===== src/rtl/pipeline_hazard_ctrl_pkg.sv =====
// ---------------------------------------------------------------------------
// pipe_ctrl_defs
//   Shared definitions for the 5-stage pipeline hazard controller.
//   - state_e      : controller FSM states (RUN, MEM_WAIT)
//   - REG_ZERO     : architectural register $zero, never a real dependency
//   - pipe_ctrl_t  : bundle of all buffer enable/flush controls
//   - ctrl_*()     : canonical control bundles for advance/freeze/reset
// ---------------------------------------------------------------------------
package pipe_ctrl_defs;

    typedef enum logic {
        RUN      = 1'b0,
        MEM_WAIT = 1'b1
    } state_e;

    localparam logic [4:0] REG_ZERO = 5'd0;

    typedef struct packed {
        logic pc_en;
        logic pc_src;
        logic ifid_en;
        logic ifid_flush;
        logic idex_en;
        logic idex_flush;
        logic exmem_en;
        logic exmem_flush;
        logic memwb_flush;
    } pipe_ctrl_t;

    // Every buffer loads, nothing is cleared.
    function automatic pipe_ctrl_t ctrl_advance();
        pipe_ctrl_t c;
        c.pc_en       = 1'b1;
        c.pc_src      = 1'b0;
        c.ifid_en     = 1'b1;
        c.ifid_flush  = 1'b0;
        c.idex_en     = 1'b1;
        c.idex_flush  = 1'b0;
        c.exmem_en    = 1'b1;
        c.exmem_flush = 1'b0;
        c.memwb_flush = 1'b0;
        return c;
    endfunction

    // Whole pipeline held while data memory is busy; MEM/WB gets a bubble so
    // the stalled access is not written back more than once.
    function automatic pipe_ctrl_t ctrl_freeze();
        pipe_ctrl_t c;
        c.pc_en       = 1'b0;
        c.pc_src      = 1'b0;
        c.ifid_en     = 1'b0;
        c.ifid_flush  = 1'b0;
        c.idex_en     = 1'b0;
        c.idex_flush  = 1'b0;
        c.exmem_en    = 1'b0;
        c.exmem_flush = 1'b0;
        c.memwb_flush = 1'b1;
        return c;
    endfunction

    // Held in reset: nothing loads, every buffer is cleared.
    function automatic pipe_ctrl_t ctrl_reset();
        pipe_ctrl_t c;
        c.pc_en       = 1'b0;
        c.pc_src      = 1'b0;
        c.ifid_en     = 1'b0;
        c.ifid_flush  = 1'b1;
        c.idex_en     = 1'b0;
        c.idex_flush  = 1'b1;
        c.exmem_en    = 1'b0;
        c.exmem_flush = 1'b1;
        c.memwb_flush = 1'b1;
        return c;
    endfunction

endpackage


===== src/rtl/pipeline_hazard_ctrl_load_use_detect.sv =====
// ---------------------------------------------------------------------------
// load_use_detect
//   Combinational load-use hazard check: the instruction in ID/EX is a load
//   whose destination is a source of the instruction in IF/ID.
//   Ports:
//     idex_mem_to_reg_i  : ID/EX holds a load
//     idex_wr_addr_i     : destination register of the ID/EX instruction
//     ifid_rs_i          : rs of the IF/ID instruction
//     ifid_rt_i          : rt of the IF/ID instruction
//     ifid_uses_rt_i     : IF/ID instruction reads rt
//     hazard_o           : one bubble is required
// ---------------------------------------------------------------------------
module load_use_detect
    import pipe_ctrl_defs::*;
(
    input  logic       idex_mem_to_reg_i,
    input  logic [4:0] idex_wr_addr_i,
    input  logic [4:0] ifid_rs_i,
    input  logic [4:0] ifid_rt_i,
    input  logic       ifid_uses_rt_i,
    output logic       hazard_o
);

    logic rs_match;
    logic rt_match;

    assign rs_match = (idex_wr_addr_i == ifid_rs_i);
    // rt only matters when the consumer actually reads it (not for I-type
    // instructions that write rt).
    assign rt_match = ifid_uses_rt_i && (idex_wr_addr_i == ifid_rt_i);

    // Writes to $zero are discarded, so they never create a dependency.
    assign hazard_o = idex_mem_to_reg_i
                   && (idex_wr_addr_i != REG_ZERO)
                   && (rs_match || rt_match);

endmodule


===== src/rtl/pipeline_hazard_ctrl.sv =====
// ---------------------------------------------------------------------------
// pipeline_hazard_ctrl
//   Central sequencer for the 5-stage MIPS pipeline. Produces the enable and
//   flush controls of PC, IF/ID, ID/EX, EX/MEM and MEM/WB, resolving
//   load-use stalls, taken-branch flushes and multi-cycle data-memory waits.
//   Also keeps saturating stall/flush performance counters.
//
//   Parameters:
//     MEM_TIMEOUT : max cycles spent in MEM_WAIT before the access is dropped
//     CNT_W       : width of the performance counters
//   Ports:
//     clk, rst_n                 : clock, synchronous active-low reset
//     i_ifid_*                   : source fields of the IF/ID instruction
//     i_idex_*                   : load flag / destination of ID/EX
//     i_exmem_*                  : branch/zero/store/load flags of EX/MEM
//     i_dmem_ready               : data memory completes this cycle
//     o_pc_en, o_pc_src          : PC enable / select branch target
//     o_*_en, o_*_flush          : pipeline buffer load / clear controls
//     o_dmem_req                 : data memory request
//     o_mem_error                : sticky memory timeout flag
//     o_stall_cnt, o_flush_cnt   : saturating performance counters
// ---------------------------------------------------------------------------
module pipeline_hazard_ctrl
    import pipe_ctrl_defs::*;
#(
    parameter int MEM_TIMEOUT = 16,
    parameter int CNT_W       = 32
) (
    input  logic             clk,
    input  logic             rst_n,
    input  logic [4:0]       i_ifid_rs,
    input  logic [4:0]       i_ifid_rt,
    input  logic             i_ifid_uses_rt,
    input  logic             i_idex_memToReg,
    input  logic [4:0]       i_idex_write_address,
    input  logic             i_exmem_branch,
    input  logic             i_exmem_zf,
    input  logic             i_exmem_memWrite,
    input  logic             i_exmem_memToReg,
    input  logic             i_dmem_ready,
    output logic             o_pc_en,
    output logic             o_pc_src,
    output logic             o_ifid_en,
    output logic             o_ifid_flush,
    output logic             o_idex_en,
    output logic             o_idex_flush,
    output logic             o_exmem_en,
    output logic             o_exmem_flush,
    output logic             o_memwb_flush,
    output logic             o_dmem_req,
    output logic             o_mem_error,
    output logic [CNT_W-1:0] o_stall_cnt,
    output logic [CNT_W-1:0] o_flush_cnt
);

    localparam int                WCNT_W    = (MEM_TIMEOUT > 1) ? $clog2(MEM_TIMEOUT) : 1;
    localparam logic [WCNT_W-1:0] WCNT_LAST = WCNT_W'(MEM_TIMEOUT - 1);
    localparam logic [CNT_W-1:0]  CNT_MAX   = {CNT_W{1'b1}};

    state_e            state_q, state_d;
    logic [WCNT_W-1:0] wait_cnt_q, wait_cnt_d;
    logic              mem_error_q, mem_error_d;
    logic              drop_q, drop_d;
    logic [CNT_W-1:0]  stall_cnt_q, stall_cnt_d;
    logic [CNT_W-1:0]  flush_cnt_q, flush_cnt_d;

    pipe_ctrl_t ctrl;
    logic       dmem_req;
    logic       flush_evt;
    logic       eval_hazards;
    logic       memop;
    logic       branch_taken;
    logic       load_use;

    assign memop        = i_exmem_memWrite | i_exmem_memToReg;
    assign branch_taken = i_exmem_branch & i_exmem_zf;

    load_use_detect u_load_use_detect (
        .idex_mem_to_reg_i (i_idex_memToReg),
        .idex_wr_addr_i    (i_idex_write_address),
        .ifid_rs_i         (i_ifid_rs),
        .ifid_rt_i         (i_ifid_rt),
        .ifid_uses_rt_i    (i_ifid_uses_rt),
        .hazard_o          (load_use)
    );

    // -----------------------------------------------------------------------
    // Next state and Mealy controls
    // -----------------------------------------------------------------------
    always_comb begin
        ctrl         = ctrl_advance();
        dmem_req     = 1'b0;
        eval_hazards = 1'b0;
        flush_evt    = 1'b0;
        state_d      = state_q;
        wait_cnt_d   = wait_cnt_q;
        mem_error_d  = mem_error_q;
        drop_d       = 1'b0;

        case (state_q)
            RUN: begin
                dmem_req = memop;
                // drop_q marks the cycle after a timeout: the abandoned access
                // is still in EX/MEM and must not re-trigger a wait.
                if (memop && !i_dmem_ready && !drop_q) begin
                    ctrl       = ctrl_freeze();
                    state_d    = MEM_WAIT;
                    wait_cnt_d = '0;
                end else begin
                    eval_hazards = 1'b1;
                end
            end
            MEM_WAIT: begin
                dmem_req = 1'b1;
                if (i_dmem_ready) begin
                    // Completion cycle behaves like RUN with memory satisfied.
                    state_d      = RUN;
                    wait_cnt_d   = '0;
                    eval_hazards = 1'b1;
                end else if (wait_cnt_q == WCNT_LAST) begin
                    ctrl        = ctrl_freeze();
                    state_d     = RUN;
                    wait_cnt_d  = '0;
                    mem_error_d = 1'b1;
                    drop_d      = 1'b1;
                end else begin
                    ctrl       = ctrl_freeze();
                    wait_cnt_d = wait_cnt_q + WCNT_W'(1);
                end
            end
            default: begin
                state_d = RUN;
            end
        endcase

        if (eval_hazards) begin
            if (branch_taken) begin
                // A taken branch squashes everything younger, including any
                // instruction that a load-use stall would have held.
                ctrl.pc_src      = 1'b1;
                ctrl.ifid_flush  = 1'b1;
                ctrl.idex_flush  = 1'b1;
                ctrl.exmem_flush = 1'b1;
                flush_evt        = 1'b1;
            end else if (load_use) begin
                // Single bubble: MEM-to-EX forwarding covers the rest.
                ctrl.pc_en      = 1'b0;
                ctrl.ifid_en    = 1'b0;
                ctrl.idex_flush = 1'b1;
            end
        end

        if (!rst_n) begin
            ctrl      = ctrl_reset();
            dmem_req  = 1'b0;
            flush_evt = 1'b0;
        end

        stall_cnt_d = stall_cnt_q;
        if (!ctrl.pc_en && (stall_cnt_q != CNT_MAX)) begin
            stall_cnt_d = stall_cnt_q + CNT_W'(1);
        end
        flush_cnt_d = flush_cnt_q;
        if (flush_evt && (flush_cnt_q != CNT_MAX)) begin
            flush_cnt_d = flush_cnt_q + CNT_W'(1);
        end
    end

    // -----------------------------------------------------------------------
    // State registers
    // -----------------------------------------------------------------------
    always_ff @(posedge clk) begin
        if (!rst_n) begin
            state_q     <= RUN;
            wait_cnt_q  <= '0;
            mem_error_q <= 1'b0;
            drop_q      <= 1'b0;
            stall_cnt_q <= '0;
            flush_cnt_q <= '0;
        end else begin
            state_q     <= state_d;
            wait_cnt_q  <= wait_cnt_d;
            mem_error_q <= mem_error_d;
            drop_q      <= drop_d;
            stall_cnt_q <= stall_cnt_d;
            flush_cnt_q <= flush_cnt_d;
        end
    end

    assign o_pc_en       = ctrl.pc_en;
    assign o_pc_src      = ctrl.pc_src;
    assign o_ifid_en     = ctrl.ifid_en;
    assign o_ifid_flush  = ctrl.ifid_flush;
    assign o_idex_en     = ctrl.idex_en;
    assign o_idex_flush  = ctrl.idex_flush;
    assign o_exmem_en    = ctrl.exmem_en;
    assign o_exmem_flush = ctrl.exmem_flush;
    assign o_memwb_flush = ctrl.memwb_flush;
    assign o_dmem_req    = dmem_req;
    assign o_mem_error   = mem_error_q;
    assign o_stall_cnt   = stall_cnt_q;
    assign o_flush_cnt   = flush_cnt_q;

endmodule

===== config.mk =====
export PLATFORM = sky130hd
export DESIGN_NAME = pipeline_hazard_ctrl
export DESIGN_NICKNAME = d
export VERILOG_FILES = /design/src/rtl/pipeline_hazard_ctrl_pkg.sv /design/src/rtl/pipeline_hazard_ctrl_load_use_detect.sv /design/src/rtl/pipeline_hazard_ctrl.sv
export SDC_FILE = /design/constraint.sdc
export NUM_CORES = 1
export LEC_CHECK = 0
export ABC_AREA = 1
export BUFFER_PORTS_ARGS = -buffer_cell sky130_fd_sc_hd__buf_2
export CORE_UTILIZATION = 51
export CTS_BUF_LIST = sky130_fd_sc_hd__clkbuf_4
export DETAILED_ROUTE_END_ITERATION = 16
export PLACE_DENSITY_LB_ADDON = 0.08
export SLEW_MARGIN = 20
export SYNTH_ARGS = -nofsm -noshare
export SYNTH_HDL_FRONTEND = slang
export SYNTH_SLANG_ARGS = --single-unit

===== constraint.sdc =====
create_clock -name clk -period 1.69 [get_ports clk]
set_input_delay 0.338 -clock clk [delete_from_list [all_inputs] [get_ports clk]]
set_output_delay 0.338 -clock clk [all_outputs]
set_load 0.01 [all_outputs]

==> impl_metrics.yaml <==
grt:
  globalRoute.totalOverflow: 0
  initial_antenna_violation_count: 0
  grtUsageTotal_pct: 30.3
  pin_count_of_the_biggest_net_entering_global_routing: 43
  vias_in_the_first_global_route: 4820
  grt_first_pass_wirelength_mm: 21.7
worst_setup_path:
  critical_path_peak_fanout: 2
  cpLargestDelayFamily: "simple AND/OR/NAND/NOR gates"
  critical_path.slowest_cell: "dfxtp_2"
  setup.worst_path.start_class: "register"
  critical_path_class: "register to output pin"
  critical-path-max-stage-delay_ps: 340
  path_buf_inv: 1
  worst_setup_path_end_kind: "output pin"
  worst_ep_arrival_time_ps: 1550
  ordered_list_of_cells_on_the_worst_path: "nor3_2, nand2_1, nand3b_1, nand2_2, o21bai_1, buf_2"
  worstPathRequired_ps: 1350
timing:
  timing.final.setup_violations: 37
  f_max_mhz: 530
  setup_tns_ps: -3540
  timing.final.hold_violations: 0
  setup_ws_ps: -195
  final_hold_slack_ps: 330
  pin_slew_with_the_least_headroom_to_its_limit_ps: 662
  timing.clock.skew_ps: 24.1
  final_max_slew_viol_count: 0
  setup_repair_after_global_routing_missed_its_margin: "yes"
  min_period_ps: 1890
  min_period_over_period_pct: 112
  slew-limit-headroom_pct: 55.9
yosys:
  synth_seq_cells: 71
  yosysSeqAreaShare_pct: 31.2
  ys.warnings.count: 0
  syn-instance-count: 745
  postSynthNetCount: 772
  synth_area_sq_mm: 0.00455
  synth_area_per_cell_sq_um: 6.11
  netlist.area_leader.share_pct: 31.2
  synth_largest_area_cell: "dfxtp_1"
  synth_cell_type_count: 30
  synth_top_cells_by_area: "dfxtp_1 31%, nand2_1 22%, nor2_1 7.4%"
routing:
  totalWireLength_mm: 15.4
  route.detailed.drc: 0
  detail_route.first_pass.iterations: 5
  detailedRoute.firstIterationViolations: 251
  routedWlPerCell_um: 14.7
  detailroute.via_count: 5639
  vias_per_cell: 5.38
  antenna_violating_nets_remaining: 0
pwr:
  cellLeakagePower_nw: 3.19
  peakVddDrop_mv: 0.451
  total_power_mw: 3.80
  power_per_cell_area_mw_per_mm2: 556
placed_design:
  number_of_port_buffers: 98
  dp_slack_ps: -115
  place_hpwl_mm: 10.4
  place_inst: 1014
  finalWeightedCongestion: 0.977
  post_dp_cell_area_sq_mm: 0.00586
final_layout:
  fin_util_pct: 78.8
  finish.net_count: 963
  fin_cells: 1049
  final_layout_size_suffix_gt1_share_pct: 39.0
  area_growth_pct: 50.4
  most_used_cells_in_the_layout_excluding_fill_and_tap_cells: "228 x nand2_1, 96 x buf_4, 92 x buf_2"
  num_antenna_cells: 0
  design_area_sq_mm: 0.00684
  leading_cell_type_in_the_layout_fill_and_taps_excluded: "nand2_1"
die:
  row_count: 34
  die_w_um: 96.4
  core_area_sq_mm: 0.00868
  die-height_um: 96.4
  fp.dieArea_sq_mm: 0.00930
  io_pins: 99
  initial_core_util_pct: 52.4
cts:
  cts_buffers: 9
  clkTransAtPathRegs_ps: 140
  tritoncts_clock_tree: "yes"
  cts_sink_cnt: 71
  clock_tree.buffer_depth: 2
  ctsRootBufferMaster: "clkbuf_4"
  htree_levels: 3
  insertion_delay_ps: 440
worst_hold_path:
  timing.hold.worst.class: "input pin to register"
outcome:
  outcome: "finished with violations"
  violations_in_the_final_reports: "setup timing"
flow_run:
  cap_viol_max_count: 0
## worst register-to-register path, stage by stage (launching register included)
cell and delay (ps):
dfxtp_4 390, ha_4 160, nand2_4 70, nor2_4 110, nand2_2 90, nor2_4 100, nand2_2 70, nor2_4 110
nand3_4 140, nand2_8 140, clkbuf_16 190, nand2_4 50, a21oi_2 120
## path summary, 6_finish.rpt
kind                           to  cells past startpoint  slack, ps           start
setup / recovery     o_idex_flush                      6       -200          drop_q
hold / removal     o_stall_cnt[0]                      4        330           rst_n
setup reg to reg  o_stall_cnt[26]                     12       -110  o_stall_cnt[0]
hold reg to reg    o_stall_cnt[3]                      2        490  o_stall_cnt[3]
## area by class of cell
type	instances	area, sq um
multi-input combinational	585	3310
fill	666	1840
tap	108	135
inverter	63	241
sequential	71	1450
clock inverter	7	143
timing repair buffer	206	1490
clock buffer	9	67.6
## synth_stat cells, drive strengths merged
library cell	instances
nand2	268
nor2	93
dfxtp	71
a21oi	63
inv	63
nand3	56
nor3	32
xor2	28
buf	15
xnor2	14
clkbuf	11
nand4	11
nand3b	6
o21ai	5
ha	3
a22oi	1
a32o	1
nor4	1
o21bai	1
o22ai	1
o41ai	1
## routing by layer
layer	GRT usage, %	vias up	share of wire [%]
met1	34.6	2593	40
met4	16.2	0	3.6
met3	4.85	49	5.5
met5	0	-	0
li1	-	2767	-
met2	54.0	230	50
## flip-flops by register name (all words and copies together), names as in the netlist
register     count
state_q          1
o_flush_cnt     32
o_stall_cnt     32
wait_cnt_q       4
o_mem_error      1
drop_q           1
## report_power, final
group          switching, mW  internal [mW]  total [mW]
registers             0.0170           1.69        1.71
clock network          0.684          0.903        1.59
logic                  0.289          0.221       0.510
## repair_timing
action / in CTS / in global routing
pin swaps: 2 / 37
buffers inserted: 4 / 11
gates cloned: 0 / 4
hold buffers: 0 / 0
endpoints found under the setup margin: 34 / 73
gates resized for setup: 6 / 150
## cells by family after synthesis
logic type,after synthesis,share of synthesized area [%]
simple gates,467,43.2
compound gates,73,8.36
xor+xnor,42,8.09
buf+inv,89,8.28
fa+ha+maj,3,0.825
flops,71,31.2
(Power assumes the default switching activity.)
